$ cat src/rtl/triangle_host.sv
// Host-side driver/collector for the triangle rasterizer: sends three vertices,
// then gathers the returned point stream into a count/checksum/timeout summary.
module triangle_host #(
    parameter int BUSY_TMO = 4
) (
    input  logic        clk,
    input  logic        reset,
    input  logic        req_valid,
    output logic        req_ready,
    input  logic [17:0] req_tri,
    output logic        nt,
    output logic [2:0]  xi,
    output logic [2:0]  yi,
    input  logic        busy,
    input  logic        po,
    input  logic [2:0]  xo,
    input  logic [2:0]  yo,
    output logic        res_valid,
    input  logic        res_ready,
    output logic [5:0]  res_count,
    output logic [11:0] res_sum,
    output logic        res_timeout
);

    // state   | meaning
    // IDLE    | waiting for a request while the rasterizer is idle
    // SEND0-2 | presenting vertex 0..2 on xi/yi (nt with vertex 0)
    // WAIT    | waiting for busy to rise, bounded by BUSY_TMO
    // COLLECT | accumulating points until busy falls
    // REPORT  | summary held on res_* until accepted
    typedef enum logic [2:0] {
        IDLE, SEND0, SEND1, SEND2, WAIT, COLLECT, REPORT
    } state_t;

    localparam logic [3:0] TMO_LAST = 4'(BUSY_TMO - 1);

    state_t      state, state_nxt;
    logic [17:0] tri_q;
    logic [3:0]  wait_cnt;
    logic        accept;
    logic        tmo_hit;
    logic        count_en;

    assign req_ready = (state == IDLE) && !busy;
    assign accept    = req_valid && req_ready;
    assign res_valid = (state == REPORT);
    assign count_en  = po && ((state == WAIT) || (state == COLLECT));

    always_ff @(posedge clk or negedge reset) begin
        if (!reset) state <= IDLE;
        else        state <= state_nxt;
    end

    always_comb begin
        state_nxt = state;
        tmo_hit   = 1'b0;
        case (state)
            IDLE:    if (accept) state_nxt = SEND0;
            SEND0:   state_nxt = SEND1;
            SEND1:   state_nxt = SEND2;
            SEND2:   state_nxt = WAIT;
            WAIT: begin
                if (busy) begin
                    state_nxt = COLLECT;
                end else if (wait_cnt == TMO_LAST) begin
                    state_nxt = REPORT;
                    tmo_hit   = 1'b1;
                end
            end
            COLLECT: if (!busy) state_nxt = REPORT;
            REPORT:  if (res_ready) state_nxt = IDLE;
            default: state_nxt = IDLE;
        endcase
    end

    // Vertex outputs are loaded from the next state so they line up with SENDk;
    // vertex 0 comes straight from req_tri because tri_q loads on the same edge.
    always_ff @(posedge clk or negedge reset) begin
        if (!reset) begin
            nt <= 1'b0;
            xi <= 3'd0;
            yi <= 3'd0;
        end else begin
            nt <= (state_nxt == SEND0);
            case (state_nxt)
                SEND0:   {yi, xi} <= req_tri[5:0];
                SEND1:   {yi, xi} <= tri_q[11:6];
                SEND2:   {yi, xi} <= tri_q[17:12];
                default: ;
            endcase
        end
    end

    always_ff @(posedge clk or negedge reset) begin
        if (!reset) begin
            tri_q       <= 18'd0;
            wait_cnt    <= 4'd0;
            res_count   <= 6'd0;
            res_sum     <= 12'd0;
            res_timeout <= 1'b0;
        end else if (accept) begin
            tri_q       <= req_tri;
            wait_cnt    <= 4'd0;
            res_count   <= 6'd0;
            res_sum     <= 12'd0;
            res_timeout <= 1'b0;
        end else begin
            if (state == WAIT) wait_cnt <= wait_cnt + 4'd1;
            if (tmo_hit) res_timeout <= 1'b1;
            if (count_en) begin
                if (res_count != 6'd63) res_count <= res_count + 6'd1;
                res_sum <= res_sum + {6'd0, yo, xo};
            end
        end
    end

endmodule

$ cat config.mk
export PLATFORM = sky130hd
export DESIGN_NAME = triangle_host
export DESIGN_NICKNAME = d
export VERILOG_FILES = /design/src/rtl/triangle_host.sv
export SDC_FILE = /design/constraint.sdc
export NUM_CORES = 1
export LEC_CHECK = 0
export ABC_AREA = 0
export CORE_AREA = 2 2 73 75
export CTS_CLUSTER_SIZE = 25
export DETAILED_ROUTE_END_ITERATION = 8
export DIE_AREA = 0 0 75 77
export PLACE_DENSITY = 0.83
export SKIP_LAST_GASP = 1
export SLEW_MARGIN = 20
export SYNTH_ARGS = -nofsm -noshare
export SYNTH_HDL_FRONTEND = slang
export SYNTH_SLANG_ARGS = --single-unit
$ cat constraint.sdc
create_clock -name clk -period 1.9 [get_ports clk]
set_input_delay 0.285 -clock clk [delete_from_list [all_inputs] [get_ports clk]]
set_output_delay 0.285 -clock clk [all_outputs]
set_load 0.05 [all_outputs]
* Word-level counts from Yosys, hierarchy flattened
Cells that the tools add are included.
W data, S select, Z words.
** Word-level totals
- Bits in registers :: 51
- Bits of input ports :: 30
** Cells by class
- Add/sub/neg operators :: 3
- Equality and inequality tests :: 11
- Muxes and demuxes :: 20
- Reductions and logical operators :: 12
** Operators by type and width (number)
- $mux W12 :: 2
- $pmux W3 S7 :: 1
- $mux W6 :: 3
- $pmux W3 S3 :: 2
- $mux W3 :: 5
- $add A12 B6 Y12 :: 1
- $eq A3 B2 Y1 const B :: 4
- $eq A3 B3 Y1 const B :: 3
- $mux W4 :: 2
- $reduce_bool A2 Y1 :: 4
- $add A6 B1 Y6 const B :: 1
- $eq A3 B1 Y1 const B :: 2
- $ne A6 B6 Y1 const B :: 1
- $mux W1 :: 5
- $add A4 B1 Y4 const B :: 1
- $eq A4 B2 Y1 const B :: 1
- $logic_and A1 B1 Y1 :: 3
- $logic_not A3 Y1 :: 1
- $reduce_bool A3 Y1 :: 1
- $reduce_and A2 Y1 :: 1
- $logic_not A1 Y1 :: 1
- $logic_or A1 B1 Y1 :: 1

* Depth between registers and ports, before layout
- Depth in word-level cells :: 7
- Gate-level depth with buffers :: 7

* Worst setup path before layout
Ideal clock, no wire load.
- Path type :: reg2reg
- Start :: register res_sum[0]
- End :: register res_sum[6]
- Data arrival time :: 1.930 ns
- Path slack :: -0.152 ns
- Cell stages (with the launch flop) :: 8
- Period minus slack after synthesis :: 2.052 ns
- Cells stage by stage :: dfrtp_1 > ha_1 > fa_1 > a211oi_1 > o21ai_0 > o211ai_1 > xor2_1 > nor2_1
** Between the ends
- Longest elaborated chain between the ends :: 3
** Ends and longest elaborated chain
- from (decl) :: RTL line 21 : output logic [11:0] res_sum,
- from (signal assigned) :: RTL line 112 : res_sum <= res_sum + {6'd0, yo, xo};
- $add A12 B6 Y12 :: RTL line 112
- $mux W12 :: RTL line 110 : if (count_en) begin
- $mux W12 :: RTL line 101 : end else if (accept) begin
Every way passes these cells. The select of a mux whose other input is x is not followed.
A chain may end at the register's enable or synchronous reset.

* Worst setup path after layout
- Start :: register res_count[4]
- End :: output port res_count[4]
** RTL lines
- from (decl) :: RTL line 20 : output logic [5:0] res_count,
- from (signal assigned) :: RTL line 111 : if (res_count != 6'd63) res_count <= res_count + 6'd1;
No word-level cell between the ends.

==> results <==
==> repair_timing <==
item,4_1_cts,5_1_grt
resized for setup,0,8
hold buffers,1,0
buffers inserted,0,1
setup endpoints to repair,0,12
endpoints found under the hold margin,21,0
==> stage by stage <==
stage | total power, mW | setup TNS (ns) | cell area [um2]
finish | 5.19 | 0 | 3340
global route | 5.54 | -0.0281 | 3340
CTS | 5.18 | 0 | 3310
detailed placement | 4.40 | -1.84 | 3180
global placement | 4.32 | -1.42 | 3180
floorplan | 3.55 | 0 | 2440
==> flip-flops by register name (all words and copies together), names as in the netlist <==
| name | cells |
|---|---|
| nt | 1 |
| res_count | 6 |
| res_sum | 12 |
| res_timeout | 1 |
| state | 3 |
| tri_q | 12 |
| wait_cnt | 4 |
| xi | 3 |
| yi | 3 |
==> worst min-delay path by stage <==
stage / start / endpoint / slack [ns] / depth (start not counted)
after floorplan: reset / nt / -0.01 / 0
after global placement: reset / res_count[5] / 0.29 / 1
after detailed placement: reset / res_count[5] / 0.30 / 1
after CTS: tri_q[10] / tri_q[10] / 0.49 / 2
after global routing: tri_q[10] / tri_q[10] / 0.50 / 2
final: tri_q[10] / tri_q[10] / 0.48 / 2
==> area by class of cell <==
type,count,share of cell area
flip-flops and latches,45,0.338
multi-input cells,209,0.368
well taps,70,0.0262
clock buffers,6,0.0247
clock inverters,2,0.0112
inverters,3,0.00337
repair buffers,78,0.228
==> per-layer routing <==
| metal | wire (um) | part of all wire |
|---|---|---|
| met5 | 0 | 0 |
| met4 | 136 | 0.024 |
| met3 | 330 | 0.058 |
| met2 | 2770 | 0.48 |
| met1 | 2490 | 0.43 |
==> report_power, final <==
group / total [mW] / internal, mW / switching (mW) / leakage (nW)
combinational: 2.77 / 1.11 / 1.66 / 0.893
clock: 0.760 / 0.428 / 0.333 / 0.0574
sequential: 1.66 / 1.32 / 0.338 / 0.573
total: 5.19 / 2.86 / 2.33 / 1.52
==> cell usage after synthesis, drive strengths merged (2+ instances only) <==
library cell | number | share of area
clkbuf | 5 | 0.0077
and3 | 2 | 0.0051
xor2 | 11 | 0.039
nor2 | 39 | 0.061
a211oi | 6 | 0.018
a21oi | 19 | 0.039
dfrtp | 45 | 0.46
nand4 | 3 | 0.0077
nor3 | 4 | 0.015
o211ai | 7 | 0.022
buf | 10 | 0.029
inv | 3 | 0.0046
nor4 | 2 | 0.014
o221ai | 6 | 0.022
nand3 | 8 | 0.016
a21o | 2 | 0.0061
nand2 | 57 | 0.091
or3 | 2 | 0.0051
xnor2 | 5 | 0.018
ha | 8 | 0.041
o21ai | 17 | 0.038
==> cell families (layout without fill, tap and decap cells) <==
| group | Yosys count | in the layout | share of synthesized area |
|---|---|---|---|
| compound gates | 62 | 62 | 0.160 |
| xor+xnor | 16 | 16 | 0.0574 |
| fa+ha+maj | 9 | 9 | 0.0492 |
| buf+inv | 18 | 89 | 0.0410 |
| flops | 45 | 45 | 0.461 |
| mux | 1 | 1 | 0.00410 |
| simple gates | 121 | 121 | 0.227 |
==> flow_summary_export.csv <==
group,metric,value,unit
place,dpl.hpwl,4160,um
critical_path,r2r_cells,7,
logic_synthesis,synthCells,272,
logic_synthesis,ys_ff_latch,45,
global_routing,grt_usage,0.212,
critical_path,cp_data_arrival_time,1.56,ns
critical_path,crit_start,"res_count[4]",
logic_synthesis,ys.flop_type,"dfrtp_1",
layout,final_common_cell,"nand2_1",
clock_network,cts-root-buf,"clkbuf_8",
critical_path,r2r-end,"res_sum[8]",
pwr,p_leak,1.52,nW
logic_synthesis,ys_seq_area_frac,0.461,
die,rows,26,
clock_network,max-clock-path-buffers,2,
drt,wl,5730,um
critical_path,slowest_stage,"clkdlybuf4s50_1",
sta,setup_viol,0,
die,core-area,0.00498,mm2
global_routing,grt_pass1_vias,2127,
global_routing,busiest_layer,"met2",
global_routing,use_met2,0.337,
logic_synthesis,ys_warn_count,0,
die,die-area,0.00578,mm2
critical_path,cp-start-kind,"flip-flop",
global_routing,grt_use_met3,0.0526,
drt,wire_per_inst,13.9,um
logic_synthesis,syn_nets,311,
critical_path,crit_fanout,6,
layout,diodes,0,
logic_synthesis,avgSynthCellArea,8.97,um2
critical_path,crit_chain,"clkdlybuf4s50_1",
drt,vias_per_cell,5.39,
sta,slew_violations,0,
drt,dr_total_vias,2227,
place,place_ws,-0.295,ns
critical_path,endpoint_kind,"output port",
clock_network,htree_levels,2,
global_routing,antenna_found_initial,0,
clock_network,clock_latency,0.30,ns
layout,multi_input_area,0.00123,mm2
layout,fin_nets,381,
critical_path,rrSetupSlack,0.12,ns
place,port_buffers,57,
sta,layout_setup_ws,0.0545,ns
clock_network,cts_tree,"done",
place,place_inst,403,
logic_synthesis,synth_cell_type_count,42,
critical_path,cp.depth,1,
critical_path,r2r-start,"res_sum[0]",
logic_synthesis,synth_edf_count,0,
critical_path,path_class,"reg -> out",
sta,finClkSkew,0.0131,ns
logic_synthesis,synthArstFlopShare,1.00,
layout,drive_gt1_frac,0.137,
sta,finalHoldViolations,0,
job,cap_violations,0,
die,die_h,77,um
layout,finish.utilization,0.671,
layout,syn_to_final_growth,36.9,%
global_routing,overflow,0,
drt,drc,0,
clock_network,clk_pin_slew,0.08,ns
global_routing,grt_max_degree,25,
hold_path,min_path_type,"reg -> reg",
sta,maxSlewHeadroom,0.636,
sta,fmax,542,MHz
critical_path,endpoint,"res_count[4]",
drt,antenna_left,0,
global_routing,met1_usage,0.273,
layout,most-common-layout-cells,"nand2_1 (56), clkdlybuf4s50_1 (50), dfrtp_1 (43)",
die,ios,58,
critical_path,critical_path_buf_inv_count,1,
layout,layout.area.seq,0.00113,mm2
sta,hold-worst-slack,0.484,ns
logic_synthesis,syn_area,0.00244,mm2
die,die_w,75,um
drt,drtIter0Drc,113,
clock_network,cts_buffers,5,
place,routabilityCongestion,0.887,
layout,fin_cells,413,
die,start_util,0.490,
critical_path,crit_family,"buffers and inverters",
status,status,"finished, final reports clean",
sta,worst_slew_pin_slew,0.546,ns
layout,fillers,399,
drt,drt_first_pass_iters,4,
sta,fin_crit_sh,0.971,
sta,post-route-min-period,1.85,ns
sta,rsz0062_at_grt,"true",
pwr,ir_drop,1.14,mV
critical_path,cp_data_required_time,1.62,ns
clock_network,numClockSinks,45,
global_routing,grt_pass1_wl,9520,um
pwr,power_density,1550,mW/mm2
critical_path,slowest_delay,0.84,ns
(Power assumes the default switching activity.)
